### config.mk
export PLATFORM = sky130hd
export DESIGN_NAME = principal_scan_gen
export DESIGN_NICKNAME = d
export VERILOG_FILES = /design/src/rtl/principal_scan_gen.sv
export SDC_FILE = /design/constraint.sdc
export NUM_CORES = 1
export LEC_CHECK = 0
export CAP_MARGIN = 10
export CORE_MARGIN = 2
export CORE_UTILIZATION = 30
export DETAILED_ROUTE_END_ITERATION = 6
export PLACE_DENSITY = 0.71
export SYNTH_ARGS = -nofsm -noshare
export SYNTH_HDL_FRONTEND = slang
export SYNTH_SLANG_ARGS = --single-unit
### constraint.sdc
create_clock -name clk_in -period 1.95 [get_ports clk_in]
set_input_delay 0.2925 -clock clk_in [delete_from_list [all_inputs] [get_ports clk_in]]
set_output_delay 0.2925 -clock clk_in [all_outputs]
set_load 0.05 [all_outputs]
### src/rtl/principal_scan_gen.sv
// ---------------------------------------------------------------------------
// PrincipalScanGen (module principal_scan_gen)
//
// Walks a principal lattice coordinate (h,v) in raster order over an
// HPIXELS x VPIXELS grid and presents one beat per accepted handshake.
// Each beat carries, for every one of Q direction channels, a column, a row
// and a flat BRAM address. Channels whose REV_MASK bit is set see the lattice
// mirrored in both axes, so they sweep the grid from the opposite corner.
//
// Parameters:
//   HPIXELS  - lattice width in cells (>= 2)
//   VPIXELS  - lattice height in cells (>= 2)
//   Q        - number of direction channels (1..9)
//   REV_MASK - Q bits, bit i set = channel i uses reversed scan order
//
// Ports:
//   clk_in          - single clock
//   rst_in          - asynchronous active-high reset
//   start_in        - frame start request, honoured only while idle
//   ready_in        - downstream accepts the current beat
//   valid_out       - beat on the outputs is valid
//   hor_out         - per-channel column
//   vert_out        - per-channel row
//   addr_out        - per-channel address (row * HPIXELS + column)
//   first_out       - beat is the first of the frame
//   last_out        - beat is the last of the frame
//   busy_out        - a frame is in progress (SCAN or DONE)
//   done_out        - one-cycle end-of-frame pulse
//   frame_count_out - 16-bit completed-frame counter (only with
//                     PRINCIPAL_SCAN_FRAME_COUNT_EN defined)
//
// Optional feature macro: PRINCIPAL_SCAN_FRAME_COUNT_EN
// ---------------------------------------------------------------------------
module principal_scan_gen #(
   parameter int HPIXELS = 64,
   parameter int VPIXELS = 64,
   parameter int Q = 9,
   parameter logic [Q-1:0] REV_MASK = 9'h078
) (
   input  logic clk_in,
   input  logic rst_in,
   input  logic start_in,
   input  logic ready_in,
   output logic valid_out,
   output logic [Q-1:0][$clog2(HPIXELS)-1:0] hor_out,
   output logic [Q-1:0][$clog2(VPIXELS)-1:0] vert_out,
   output logic [Q-1:0][$clog2(HPIXELS*VPIXELS)-1:0] addr_out,
   output logic first_out,
   output logic last_out,
   output logic busy_out,
   output logic done_out
`ifdef PRINCIPAL_SCAN_FRAME_COUNT_EN
   ,
   output logic [15:0] frame_count_out
`endif
);

   localparam int HW = $clog2(HPIXELS);
   localparam int VW = $clog2(VPIXELS);
   localparam int AW = $clog2(HPIXELS*VPIXELS);
   localparam logic [HW-1:0] HMAX = HW'(HPIXELS-1);
   localparam logic [VW-1:0] VMAX = VW'(VPIXELS-1);

   typedef enum logic [1:0] {IDLE, SCAN, DONE} stateT;

   stateT state;
   logic [HW-1:0] hCount;
   logic [VW-1:0] vCount;
   logic [HW-1:0] nextH;
   logic [VW-1:0] nextV;
   logic [Q-1:0][HW-1:0] nextHor;
   logic [Q-1:0][VW-1:0] nextVert;
   logic [Q-1:0][AW-1:0] nextAddr;
   logic accept;

   // A beat is consumed only on a full handshake; valid_out is high only in
   // SCAN, so this also implies we are scanning.
   assign accept = valid_out & ready_in;

   // The coordinate that the next registered beat should carry. Outside SCAN
   // this is (0,0), which is exactly what a fresh frame has to present first,
   // so the IDLE->SCAN load can reuse the same channel mapping below.
   always_comb begin
      nextH = '0;
      nextV = '0;
      if (state == SCAN) begin
         if (hCount == HMAX) begin
            nextH = '0;
            nextV = vCount + 1'b1;
         end else begin
            nextH = hCount + 1'b1;
            nextV = vCount;
         end
      end
   end

   // Per-channel view of the upcoming coordinate. Reversed channels mirror
   // both axes; the address is formed at 32-bit width and then cut down to
   // the address width so it is registered alongside the column and row.
   always_comb begin
      nextHor  = '0;
      nextVert = '0;
      nextAddr = '0;
      for (int i = 0; i < Q; i++) begin
         if (REV_MASK[i]) begin
            nextHor[i]  = HMAX - nextH;
            nextVert[i] = VMAX - nextV;
         end else begin
            nextHor[i]  = nextH;
            nextVert[i] = nextV;
         end
         nextAddr[i] = AW'(int'(nextVert[i]) * HPIXELS + int'(nextHor[i]));
      end
   end

   // Main sequencer. Every output is registered here so nothing changes
   // while the downstream stalls: in SCAN the registers only load on an
   // accepted beat. The last beat is recognised from the registered
   // last_out flag, which was precomputed when that beat was loaded.
   always_ff @(posedge clk_in or posedge rst_in) begin
      if (rst_in) begin
         state     <= IDLE;
         hCount    <= '0;
         vCount    <= '0;
         valid_out <= 1'b0;
         first_out <= 1'b0;
         last_out  <= 1'b0;
         busy_out  <= 1'b0;
         done_out  <= 1'b0;
         hor_out   <= '0;
         vert_out  <= '0;
         addr_out  <= '0;
      end else begin
         done_out <= 1'b0;
         case (state)
            IDLE: begin
               if (start_in) begin
                  state     <= SCAN;
                  hCount    <= '0;
                  vCount    <= '0;
                  valid_out <= 1'b1;
                  first_out <= 1'b1;
                  last_out  <= 1'b0;
                  busy_out  <= 1'b1;
                  hor_out   <= nextHor;
                  vert_out  <= nextVert;
                  addr_out  <= nextAddr;
               end
            end
            SCAN: begin
               if (accept) begin
                  if (last_out) begin
                     state     <= DONE;
                     valid_out <= 1'b0;
                     first_out <= 1'b0;
                     last_out  <= 1'b0;
                     done_out  <= 1'b1;
                  end else begin
                     hCount    <= nextH;
                     vCount    <= nextV;
                     first_out <= 1'b0;
                     last_out  <= (nextH == HMAX) && (nextV == VMAX);
                     hor_out   <= nextHor;
                     vert_out  <= nextVert;
                     addr_out  <= nextAddr;
                  end
               end
            end
            DONE: begin
               state    <= IDLE;
               busy_out <= 1'b0;
            end
            default: begin
               state <= IDLE;
            end
         endcase
      end
   end

`ifdef PRINCIPAL_SCAN_FRAME_COUNT_EN
   // Completed-frame counter; bumps once per DONE cycle and wraps naturally
   // at 16 bits.
   always_ff @(posedge clk_in or posedge rst_in) begin
      if (rst_in) begin
         frame_count_out <= '0;
      end else if (state == DONE) begin
         frame_count_out <= frame_count_out + 16'd1;
      end
   end
`endif

endmodule
==> impl_metrics.toml <==
[routing]
drt-initial-drc-count = 110
wl_mm = 7.13
ant_nets = 0
dr.pass1.iters = 4
wire_per_inst_um = 12.7
vias = 2370
drcViolationCount = 0
vias_per_cell = 4.21

[critical_path]
critical_path_arrival_ps = 1970
critical_path_class = "register to register"
crit_slowest_cell = "a2111o_1"
crit_buf_inv = 0
crit_path_max_fanout = 8
max_stage_delay_ps = 550
setup.worst_path.end_class = "register"
path_common_cell = "nor2_1"
crit_required_ps = 2130
crit_chain = "ha_1 > and2_1 > a2111o_1 > nor2_1 > nor2_1"
crit_path_start_kind = "register"
critical-path-top-delay-family = "compound AO/OA/AOI/OAI gates"

[clock_tree]
clock_latency_ps = 300
clock-sinks = 43
cts_resized = 0
holdBufCountCts = 0
h-tree-depth = 2
clk_path_buf_depth = 2
clk_pin_slew_ps = 80
cts_setup_buffers = 0
cts_tree = "yes"
cts_buffers = 5
clock-root-buffer = "clkbuf_8"

[timing]
rsz0062_at_grt = "false"
fin_skew_ps = 7.89
final.setup.tns_ps = 0
relSlewSlack_pct = 64.5
min_period_over_period_pct = 92.0
drv_slew = 0
worst_slew_pin_slew_ps = 531
setup_viol = 0
min_period_ps = 1790
hold_viol_final = 0
fmax_ghz = 0.557

[placement]
io_buffers = 224
place.gp.congestion = 0.895
dp_hpwl_mm = 5.59

[logic_synthesis]
synthFlopType = "dfrtp_1"
netlist_area_um2 = 3380
ys_top_cells_by_area = "buf_4, dfrtp_1, nand2_1"
synth.distinct_cells = 43
ys_warn_count = 0
synth_top_area_share_pct = 42.7
postSynthAreaPerCell_um2 = 8.96
synthArstFlopShare_pct = 100
yosys.area.top_type = "buf_4"
yosysSeqAreaShare_pct = 31.9
synth_cells = 377
synth_fp_nets = 383
synth_edf_count = 0
ys_ff_latch = 43

[floorplanning]
die_width_um = 110
core_area_um2 = 10900
start_util_pct = 31.0
dieArea_um2 = 12100
pin_count = 225
die_h_um = 110
rows = 38

[global_routing]
grt_pass1_vias = 1893
grt_max_degree = 23
antenna_found_initial = 0
globalRouteOverflowTotal = 0
grt_pass1_wl_mm = 9.91
grt_usage_pct = 10.5

[cells_and_area]
syn2layout_area_growth_pct = 18.2
fillers = 1079
diodes = 0
drive_gt1_share_pct = 56.7
nets = 428

[worst_hold_path]
hp-class = "input port to asynchronous set/reset pin"

[power_and_ir_drop]
power_w = 0.00596
vdd_drop_max_mv = 1.13
powerDensity_nw_per_um2 = 1490
cellLeakagePower_nw = 2.07

[outcome]
status = "finished clean"

[run]
max_cap_viol_count = 0
[layer usage]
metal / routed length, um / vias to the layer above / share of wire [%] / global-route usage, %
li1: - / 1127 / - / -
met2: 3570 / 125 / 50 / 18.1
met3: 572 / 10 / 8.0 / 1.76
met5: 0 / - / 0 / 0
met1: 2910 / 1108 / 41 / 13.7
met4: 72 / 0 / 1.0 / 2.41
[cell usage after synthesis (2+ instances only)]
cell	instances
dfrtp_1	43
a21oi_1	4
o21ai_0	14
and2_1	2
o21a_1	4
xnor2_1	4
a21o_1	8
buf_2	4
nand3_2	2
and3_1	2
mux2i_1	2
nor2_1	15
nor4_2	2
inv_1	4
nor3_1	2
buf_4	192
o22a_1	5
nand3_1	6
nand3b_1	2
nand4b_1	2
o21ai_1	3
ha_1	2
nor4_1	3
nand2_1	31
[flip-flops by register name, summed over array words and instances (netlist names), 2 cells and up]
name      count
vert_out     11
state         2
vCount        6
hCount        6
hor_out      10
addr_out      3
[power breakdown]
part           internal [W]  total [W]  switching [W]
Clock              0.000250   0.000552       0.000302
Combinational       0.00107    0.00412        0.00305
Sequential          0.00102    0.00129       0.000269
Total               0.00234    0.00596        0.00362
[metrics by stage]
stage / util, % / hold WS, ps / cells / area (um^2) / worst slack [ps]
floorplan: - / 477 / 377 / 3380 / 142
CTS: 36.5 / 354 / 563 / 3980 / 5.57
detailed placement: 35.7 / 521 / 555 / 3890 / 53.6
global placement: 35.7 / 525 / 555 / 3890 / 75.2
finish: 36.6 / 329 / 563 / 3990 / 156
global route: 36.6 / 377 / 563 / 3990 / 14.0
[cell families after synthesis]
kind of cell,Yosys count,synth area share (%)
simple gates,78,12.3
buf+inv,202,44.2
mux,3,0.926
flops,43,31.9
fa+ha+maj,2,0.741
compound gates,44,8.67
xor+xnor,5,1.30
[final timing paths]
kind / depth (start not counted) / startpoint / endpoint / slack, ps
setup reg to reg: 5 / hCount[1] / hor_out[33] / 160
setup / recovery: 5 / hCount[1] / hor_out[33] / 160
min in group clk_in: 2 / busy_out / busy_out / 540
hold / removal: 2 / rst_in / vert_out[3] / 330
max in group asynchronous: 3 / rst_in / hCount[3] / 1130
hold reg to reg: 2 / busy_out / busy_out / 540
[layout make-up]
type	instances	area (um^2)	area share, %
multi-input combinational	132	810	20.3
clock inverter	2	12.5	0.314
tap	140	175	4.39
clock buffer	6	72.6	1.82
inverter	4	15.0	0.376
sequential	43	1080	27.0
timing repair buffer	236	1830	45.8
[placed cells by master, fill, tap and decap left out, types with 2 or more instances in the layout]
cell | netlist | routed
nor4_1 | 3 | 3
mux2i_1 | 2 | 2
dfrtp_1 | 43 | 43
nand3b_1 | 2 | 2
nand3_2 | 2 | 2
clkbuf_8 | 0 | 5
ha_1 | 2 | 2
o21ai_1 | 3 | 3
xnor2_1 | 4 | 4
nand4b_1 | 2 | 2
a21oi_1 | 4 | 4
nor2_1 | 15 | 15
buf_4 | 192 | 223
clkdlybuf4s50_1 | 0 | 6
o21ai_0 | 14 | 14
o21a_1 | 4 | 4
and3_1 | 2 | 2
inv_1 | 4 | 3
and2_1 | 2 | 2
nand2_1 | 31 | 31
dlymetal6s2s_1 | 0 | 6
nor3_1 | 2 | 2
nor4_2 | 2 | 2
nand3_1 | 6 | 6
o22a_1 | 5 | 5
a21o_1 | 8 | 8
No activity file was read; power rests on OpenSTA's default activity.
